===== src/rtl/uart_pkg.sv =====
// Purpose: shared types and constants for the UART result-transmit path.
// Latency: n/a (declarations only).
// Backpressure: n/a (declarations only).
//
// Contents:
//   BYTE_W           width of one UART payload byte
//   tx_ctrl_state_t  state encoding of the tx_control sequencer
package uart_pkg;

  localparam int BYTE_W = 8;

  typedef enum logic [2:0] {
    IDLE,
    SEND,
    WAIT_HI,
    WAIT_LO,
    DONE
  } tx_ctrl_state_t;

endpackage


===== src/rtl/tx_control.sv =====
// Purpose: latch an N_BYTES result on trigger and send it LSB-first through uart_tx.
// Latency: trigger at edge k -> tx_start registered high after edge k+1 when the line is idle.
// Backpressure: waits on tx_busy, re-issues start after ACK_TIMEOUT cycles without busy, ignores trigger while busy.
//
// Ports:
//   clk       in   system clock
//   reset     in   synchronous, active-high reset
//   trigger   in   1-cycle send request; accepted only while idle
//   result    in   value to transmit, sampled on the accepting edge only
//   tx_busy   in   uart_tx busy (high while a frame is on the line)
//   tx_start  out  1-cycle start request to uart_tx
//   tx_data   out  byte presented to uart_tx; held until the next start or reset
//   busy      out  high whenever the sequencer is not idle
//   done      out  1-cycle pulse once the last byte has left the line
module tx_control
  import uart_pkg::*;
#(
  parameter int N_BYTES     = 2,
  parameter int ACK_TIMEOUT = 16
) (
  input  logic                      clk,
  input  logic                      reset,
  input  logic                      trigger,
  input  logic [BYTE_W*N_BYTES-1:0] result,
  input  logic                      tx_busy,
  output logic                      tx_start,
  output logic [BYTE_W-1:0]         tx_data,
  output logic                      busy,
  output logic                      done
);

  localparam int IDX_W = (N_BYTES > 1) ? $clog2(N_BYTES) : 1;
  localparam int TMO_W = $clog2(ACK_TIMEOUT) + 1;

  localparam logic [IDX_W-1:0] LAST_IDX = IDX_W'(N_BYTES - 1);
  localparam logic [TMO_W-1:0] TMO_LAST = TMO_W'(ACK_TIMEOUT - 1);

  tx_ctrl_state_t            state, state_nxt;
  logic [IDX_W-1:0]          byte_idx, byte_idx_nxt;
  logic [BYTE_W*N_BYTES-1:0] shadow, shadow_nxt;
  logic [TMO_W-1:0]          tmo, tmo_nxt;

  logic              tx_start_nxt;
  logic [BYTE_W-1:0] tx_data_nxt;
  logic              busy_nxt;
  logic              done_nxt;

  always_comb begin
    state_nxt    = state;
    byte_idx_nxt = byte_idx;
    shadow_nxt   = shadow;
    tmo_nxt      = tmo;
    tx_start_nxt = 1'b0;
    tx_data_nxt  = tx_data;
    done_nxt     = 1'b0;

    case (state)
      IDLE: begin
        if (trigger) begin
          // Only the shadow copy is transmitted; result may move on freely.
          shadow_nxt   = result;
          byte_idx_nxt = '0;
          state_nxt    = SEND;
        end
      end

      SEND: begin
        // A frame still on the line (ours or someone else's) holds us here.
        if (!tx_busy) begin
          tx_start_nxt = 1'b1;
          tx_data_nxt  = shadow[int'(byte_idx) * BYTE_W +: BYTE_W];
          tmo_nxt      = '0;
          state_nxt    = WAIT_HI;
        end
      end

      WAIT_HI: begin
        if (tx_busy) begin
          state_nxt = WAIT_LO;
        end else begin
          tmo_nxt = tmo + TMO_W'(1);
          // No acknowledge: go back and present the same byte again.
          // Returning through SEND clears tmo, so it can never wrap.
          if (tmo == TMO_LAST) begin
            state_nxt = SEND;
          end
        end
      end

      WAIT_LO: begin
        if (!tx_busy) begin
          if (byte_idx == LAST_IDX) begin
            state_nxt = DONE;
            done_nxt  = 1'b1;
          end else begin
            byte_idx_nxt = byte_idx + IDX_W'(1);
            state_nxt    = SEND;
          end
        end
      end

      DONE: begin
        state_nxt = IDLE;
      end

      default: begin
        state_nxt = IDLE;
      end
    endcase

    // Registered from next state so busy tracks the state register exactly.
    busy_nxt = (state_nxt != IDLE);
  end

  always_ff @(posedge clk) begin
    if (reset) begin
      state    <= IDLE;
      byte_idx <= '0;
      shadow   <= '0;
      tmo      <= '0;
      tx_start <= 1'b0;
      tx_data  <= '0;
      busy     <= 1'b0;
      done     <= 1'b0;
    end else begin
      state    <= state_nxt;
      byte_idx <= byte_idx_nxt;
      shadow   <= shadow_nxt;
      tmo      <= tmo_nxt;
      tx_start <= tx_start_nxt;
      tx_data  <= tx_data_nxt;
      busy     <= busy_nxt;
      done     <= done_nxt;
    end
  end

endmodule


===== config.mk =====
export PLATFORM = sky130hd
export DESIGN_NAME = tx_control
export DESIGN_NICKNAME = d
export VERILOG_FILES = /design/src/rtl/uart_pkg.sv /design/src/rtl/tx_control.sv
export SDC_FILE = /design/constraint.sdc
export NUM_CORES = 1
export LEC_CHECK = 0
export CORE_ASPECT_RATIO = 1.2
export CORE_MARGIN = 8
export CORE_UTILIZATION = 49
export CTS_BUF_LIST = sky130_fd_sc_hd__clkbuf_16
export DETAILED_ROUTE_END_ITERATION = 8
export PLACE_DENSITY = 0.78
export SLEW_MARGIN = 0
export SYNTH_ARGS = -nofsm -noshare
export SYNTH_HDL_FRONTEND = slang
export SYNTH_SLANG_ARGS = --single-unit

===== constraint.sdc =====
create_clock -name clk -period 1.7 [get_ports clk]
set_input_delay 0.255 -clock clk [delete_from_list [all_inputs] [get_ports clk]]
set_output_delay 0.255 -clock clk [all_outputs]
set_load 0.005 [all_outputs]

==> flow_metrics.env, run 1 <==
export IMPL_cp_arrival_ns=1.79
export IMPL_cts_tree="built"
export IMPL_powerDensity_nw_per_um2=1110
export IMPL_slowest_stage="a2111o_1"
export IMPL_whs_endpoint="shadow[14]"
export IMPL_final_util=0.708
export IMPL_core_area_um2=2790
export IMPL_port_buffers=30
export IMPL_finalHoldViolCount=0
export IMPL_cts_path_max_buffers=2
export IMPL_critical_path_class="reg2reg"
export IMPL_p_leak_nw=0.726
export IMPL_finalSetupTns_ns=0
export IMPL_grt_max_degree=24
export IMPL_synth_edff_count=0
export IMPL_antenna_cells=0
export IMPL_ys_async_sr_fraction=0
export IMPL_hold_start="shadow[14]"
export IMPL_cp_required_ns=1.90
export IMPL_multi_input_area_um2=651
export IMPL_start_util=0.512
export IMPL_cp_cell_sequence="ha_2, and3_1, ha_2, nand2_1, a2111o_1, o21ai_0"
export IMPL_crit_start="tmo[1]"
export IMPL_reg2reg_depth=6
export IMPL_relSlewSlack=0.631
export IMPL_synth_top_area_cell="dfxtp_1"
export IMPL_crit_path_max_fanout=3
export IMPL_clk_latency_ns=0.28
export IMPL_synth_top_cell_area_share=0.505
export IMPL_path_buf_inv=0
export IMPL_overflow=0
export IMPL_die_w_um=65.3
export IMPL_dieArea_um2=4900
export IMPL_r2r_end="state[0]"
export IMPL_dp_hpwl_mm=2.40
export IMPL_synth_common_cells="36 x dfxtp_1, 34 x nand2_1, 22 x a21oi_1"
export IMPL_fmax_ghz=0.631
export IMPL_drive_gt1_frac=0.111
export IMPL_hold_buffers=0
export IMPL_area_growth_pct=38.2
export IMPL_slew_violations=0
export IMPL_synth_area_top_cells="dfxtp_1 51%, nand2_1 8.9%, a21oi_1 7.7%"
export IMPL_cts_buffers=5
export IMPL_rr_startpoint="tmo[1]"
export IMPL_num_nets_final=219
export IMPL_register_area_um2=722
export IMPL_holdWs_ns=0.450
export IMPL_first_pass_iters=4
export IMPL_grt_pass1_wl_mm=5.71
export IMPL_synth_seq_cells=36
export IMPL_p_total_mw=2.18
export IMPL_place_gp_congestion=0.819
export IMPL_max_cap_violations=0
export IMPL_critical_path_most_common_cell="ha_2"
export IMPL_max_stage_delay_ns=0.44
export IMPL_yosysMostFrequentCell="dfxtp_1"
export IMPL_vias=1259
export IMPL_root_buffer="clkbuf_16"
export IMPL_htreeDepth=2
export IMPL_cts_resized=0
export IMPL_ys_warn_count=0
export IMPL_syn_num_nets=183
export IMPL_vias_per_cell=5.43
export IMPL_reg2reg_slack_ns=0.12
export IMPL_cts_setup_buffers=0
export IMPL_synth_cell_type_count=31
export IMPL_netlist_instances=161
export IMPL_n_fill_cell=219
export IMPL_die_height_um=75.1
export IMPL_tightest_slew_ns=0.551
export IMPL_grt_pass1_vias=1233
export IMPL_antenna_found_initial=0
export IMPL_clkTransAtPathRegs_ns=0.06
export IMPL_cts_sinks=36
export IMPL_num_rows=21
export IMPL_min_period_ns=1.58
export IMPL_fin_worst_skew_ns=0.00602
export IMPL_end_kind="flip-flop"
export IMPL_hp_class="reg2reg"
export IMPL_totalWireLength_mm=3.49
export IMPL_rsz0062_at_grt="no"
export IMPL_status="complete, no violations"
export IMPL_ys_seq_area_frac=0.505
export IMPL_ant_nets=0
export IMPL_synth_area_per_cell_um2=8.86
export IMPL_crit_path_start_kind="flip-flop"
export IMPL_crit_family="compound AO/OA/AOI/OAI gates"
export IMPL_io_pins=31
export IMPL_netlist_area_um2=1430
export IMPL_grt_util_all_layers=0.155
export IMPL_ir_drop_v=0.000882
export IMPL_period_share=0.932
export IMPL_min_path_cells=2
export IMPL_drc=0
export IMPL_post_drt_wl_per_cell_um=15.0
export IMPL_ys_flop_type="dfxtp_1"
export IMPL_finalSetupViolations=0
export IMPL_drt_iter0_markers=78
-- stage by stage --
step / worst slack (ns) / area (µm²) / std cells
floorplan: 0.225 / 1430 / 161
global placement: -0.102 / 1800 / 224
detailed placement: -0.184 / 1800 / 224
CTS: 0.0512 / 1960 / 232
global route: 0.0260 / 1970 / 232
finish: 0.115 / 1970 / 232
-- cell type report --
cell class | count | share of cell area
flip-flops and latches | 36 | 0.366
inverters | 3 | 0.00571
clock buffers | 5 | 0.0635
well taps | 34 | 0.0216
clock inverters | 3 | 0.0197
repair buffers | 39 | 0.193
multi-input cells | 112 | 0.330
-- power by group --
part           switching (mW)  internal, mW  total (mW)
Combinational           0.118         0.132       0.250
Sequential             0.0323         0.891       0.923
Clock                   0.324         0.682        1.01
-- layout by cell type, fill, tap and decap left out --
cell type / instances
dfxtp_1: 35
nand2_1: 34
clkdlybuf4s50_1: 30
a21oi_1: 22
mux2i_1: 8
o2bb2ai_1: 8
buf_4: 8
nor2_1: 7
o21ai_0: 6
clkbuf_16: 5
inv_1: 4
nor3_1: 4
nand2b_1: 3
a22oi_1: 2
or3_1: 2
or2_1: 2
ha_2: 2
and3_1: 1
xnor2_1: 1
or3_4: 1
nor3_2: 1
nand3_1: 1
or3b_1: 1
or2_2: 1
a311oi_1: 1
a211oi_1: 1
nor2b_1: 1
o21a_1: 1
a2111o_1: 1
bufinv_16: 1
clkinv_2: 1
buf_12: 1
dfxtp_2: 1
-- kinds of logic (layout without fill, tap and decap cells) --
logic type | Yosys count | in the layout | synth area share
adder cells (fa/ha/maj) | 2 | 2 | 0.0175
flip-flops | 36 | 36 | 0.505
multiplexers | 8 | 8 | 0.0561
AND/OR/NAND/NOR | 59 | 59 | 0.190
buffers and inverters | 13 | 50 | 0.0421
XOR/XNOR | 1 | 1 | 0.00614
AO/OA/AOI/OAI | 42 | 42 | 0.182
-- worst min-delay path: cells and delay by family, from the launching register on --
kind               cells  cell delay, ns
and+or+nand+nor        1            0.05
AOI/OAI and AO/OA      1            0.05
DFF                    1            0.30
-- metal layers --
metal	share of wire	GRT usage
met1	0.42	0.157
met2	0.52	0.279
met3	0.049	0.0506
met4	0.011	0.0728
met5	0	0
-- flip-flops by register name (all words and copies together) (netlist names) --
| register | count |
|---|---|
| state | 3 |
| shadow | 16 |
| busy | 1 |
| tmo | 5 |
| tx_start | 1 |
| byte_idx | 1 |
| done | 1 |
| tx_data | 8 |
-- how the worst max path moves through the flow --
stage          depth (start not counted)  slack (ns)         end
2_1_floorplan                          7        0.23  shadow[12]
3_3_place_gp                           4       -0.10  tx_data[0]
3_5_place_dp                           4       -0.18  tx_data[1]
4_1_cts                                4        0.05  tx_data[3]
5_1_grt                                6        0.03        busy
6_report                               6        0.12    state[0]
Power figures use the tool's default switching activity.
==> inputs of run 2 (changes only) <==
--- a/config.mk
+++ b/config.mk
@@ -5,6 +5,7 @@
 export SDC_FILE = /design/constraint.sdc
 export NUM_CORES = 1
 export LEC_CHECK = 0
+export ABC_CLOCK_PERIOD_IN_PS = 1700
 export CORE_ASPECT_RATIO = 1.2
 export CORE_MARGIN = 8
 export CORE_UTILIZATION = 49
==> results of run 2 <==
The final DEF is identical to that of run 1; final timing and power are the same.
==> patch (flow settings as in run 1) <==
The 5 states of `tx_ctrl_state_t` get a one-hot encoding in 5 bits.
--- a/src/rtl/uart_pkg.sv
+++ b/src/rtl/uart_pkg.sv
@@ -9,12 +9,12 @@
 
   localparam int BYTE_W = 8;
 
-  typedef enum logic [2:0] {
-    IDLE,
-    SEND,
-    WAIT_HI,
-    WAIT_LO,
-    DONE
+  typedef enum logic [4:0] {
+    IDLE    = 5'b00001,
+    SEND    = 5'b00010,
+    WAIT_HI = 5'b00100,
+    WAIT_LO = 5'b01000,
+    DONE    = 5'b10000
   } tx_ctrl_state_t;
 
 endpackage
Formal check against the unedited RTL: same outputs for any inputs over 10 cycles, from zero or initial values and one cycle with reset high; not proved beyond that.
==> patch against run 1 <==
- synthesized area grew 15%
- critical path type unchanged
- global-route usage increased by 0.32 points
- via count up 22%
- total power is 2.2% higher
- routed wire length is 19% higher
- fmax down 2.7%
- worst setup slack worse by 45 ps
- sequential cell count rose by 2
- design area rose by 12%
==> patch: results (changes against run 1) <==
| Metric | Value |
|---|---|
| Status | `finished, final reports clean` |
| Worst-Skew Late Latency | `280 ps (about the same)` |
| Cell Pwr Density | `1010 nW/um2 (-9.1%)` |
| Synthesized net count | `207 (+13%)` |
| Share of cells above drive strength 1 | `0.135 (+0.0240)` |
| Measured slew at the worst slew-check pin | `556 ps (+4.98 ps)` |
| Hold Path Stages | `2 (unchanged)` |
| Input/output buffers | `30 (unchanged)` |
| Synth cell count leaders | `dfxtp_1 (38), a21oi_1 (30), o21ai_0 (21)` |
| Final nets | `243 (+11%)` |
| CTS Buf Count | `5 (unchanged)` |
| Finished Layout Cells | `259 (+12%)` |
| First-pass GRT wire length | `6800 um (+19%)` |
| Comb. pwr | `0.234 mW (-6%)` |
| Drt initial violations | `175 (+120%)` |
| GRT Overall Usage | `0.158 (+0.00323)` |
| Hold_sp | `shadow[0]$_SDFFE_PP0P_` |
| DP Cell Count | `251 (+12%)` |
| Most Crowded Layer GR | `met2` |
| R2r endpoint | `tmo[4]$_SDFFE_PP0P_` |
| Ant diodes | `0 (unchanged)` |
| Worst Hold End | `shadow[0]$_SDFFE_PP0P_` |
| Met1 Track Usage GR | `0.189 (+0.0312)` |
| Pleak | `0.744 nW (+2.5%)` |
| Fraction of registers with async set/reset | `0 (unchanged)` |
| Initial antenna violation count | `0 (unchanged)` |
| Syn. warnings | `0 (unchanged)` |
| Sw frac | `0.223 (+0.00539)` |
| Clk slew on worst S/H paths | `60 ps (about the same)` |
| Worst EP arrival | `1850 ps (+60 ps)` |
| Final GP Congestion | `0.822 (+0.39%)` |
| Global routing usage on met2 | `0.256 (-0.0230)` |
| Netlist cell types | `36 (+16%)` |
| Met3 usage | `0.0450 (-0.00559)` |
| Ranking of synthesized cells by area | `dfxtp_1 (46%), a21oi_1 (9.2%), o21ai_0 (6.4%), nand3_1 (5.2%), mux2i_1 (4.9%)` |
| Avg Inst Size Synth | `8.85 um2 (about the same)` |
| R2R cell count | `5 (-1)` |
| Clk root buf | `clkbuf_16` |
| Worst Hold Class | `reg -> reg` |
| Vias in the first global route | `1556 (+26%)` |
| Worst IR Drop VDD | `0.000973 V (+10%)` |
| Top flop regs | `shadow: 16 flops, tx_data: 8 flops` |
| CTS tree | `built` |
| # DRC | `0 (unchanged)` |
| Cts repair resizes | `0 (unchanged)` |
| DRT Pass-1 Iters | `4 (unchanged)` |
| Clk buf depth | `2 (unchanged)` |
| Final HPWL from detailed placement | `3000 um (+25%)` |
| Fill cells | `290 (+32%)` |
| DR vias/cell | `5.95 (+9.7%)` |
| Drt total wl | `4150 um (+19%)` |
| Post-synthesis sequential area ratio | `0.464 (-0.0408)` |
| RR Startpoint | `tmo[1]$_SDFFE_PP0P_` |
| Clock skew | `4.87 ps (-1.14 ps)` |
| Seq pwr | `0.944 mW (+2.3%)` |
| R2R Setup Slk | `70 ps (-40 ps)` |
| H-tree depth | `2 (unchanged)` |
| Largest net degree at the start of global routing | `20 (-17%)` |
| Postcts setup bufs | `0 (unchanged)` |
-- patch: cell families after synthesis --
kind of cell             after synthesis  synth area share
multiplexers                           8            0.0489
AO/OA/AOI/OAI                         67             0.231
buffers and inverters                 20            0.0519
XOR/XNOR                               2            0.0107
flip-flops                            38             0.464
adder cells (fa/ha/maj)                2            0.0153
AND/OR/NAND/NOR                       48             0.177
-- patch: metrics by stage --
step           hold WS, ps  worst slack (ps)  instance area (um2)  utilization
3_5_place_dp           469              -168                 2030        0.619
6_report               478              71.0                 2210        0.675
2_1_floorplan          389              7.48                 1640            -
5_1_grt                502              18.4                 2210        0.675
4_1_cts                476              32.0                 2200        0.671
3_3_place_gp           461              -145                 2030        0.619
-- patch: area by class of cell --
cell class	count	area, um2	area share
well taps	37	46.3	0.0209
multi-input cells	127	806	0.364
clock buffers	5	125	0.0565
inverters	3	11.3	0.00508
flip-flops and latches	38	761	0.344
repair buffers	46	420	0.190
clock inverters	3	45.0	0.0203
-- patch: per-layer routing --
layer,vias to the layer above,wire (um)
li1,756,-
met3,8,258
met5,-,0
met2,54,2100
met1,724,1720
met4,0,69
-- patch: critical path, stage by stage, from the launching register on --
cell,delay (ps)
dfxtp_1,330
ha_2,180
and3_1,180
ha_1,280
or4_4,480
a21oi_2,120
-- patch: worst max-delay path by stage --
stage	startpoint	endpoint	depth (start not counted)
finish	tmo[1]$_SDFFE_PP0P_	tmo[4]$_SDFFE_PP0P_	5
global route	tmo[0]$_SDFFE_PP0P_	tmo[4]$_SDFFE_PP0P_	5
CTS	tmo[0]$_SDFFE_PP0P_	tmo[4]$_SDFFE_PP0P_	5
detailed placement	tx_busy	tmo[3]$_SDFFE_PP0P_	4
global placement	tx_busy	tmo[3]$_SDFFE_PP0P_	4
floorplan	state[3]$_SDFF_PP0_	tmo[3]$_SDFFE_PP0P_	5
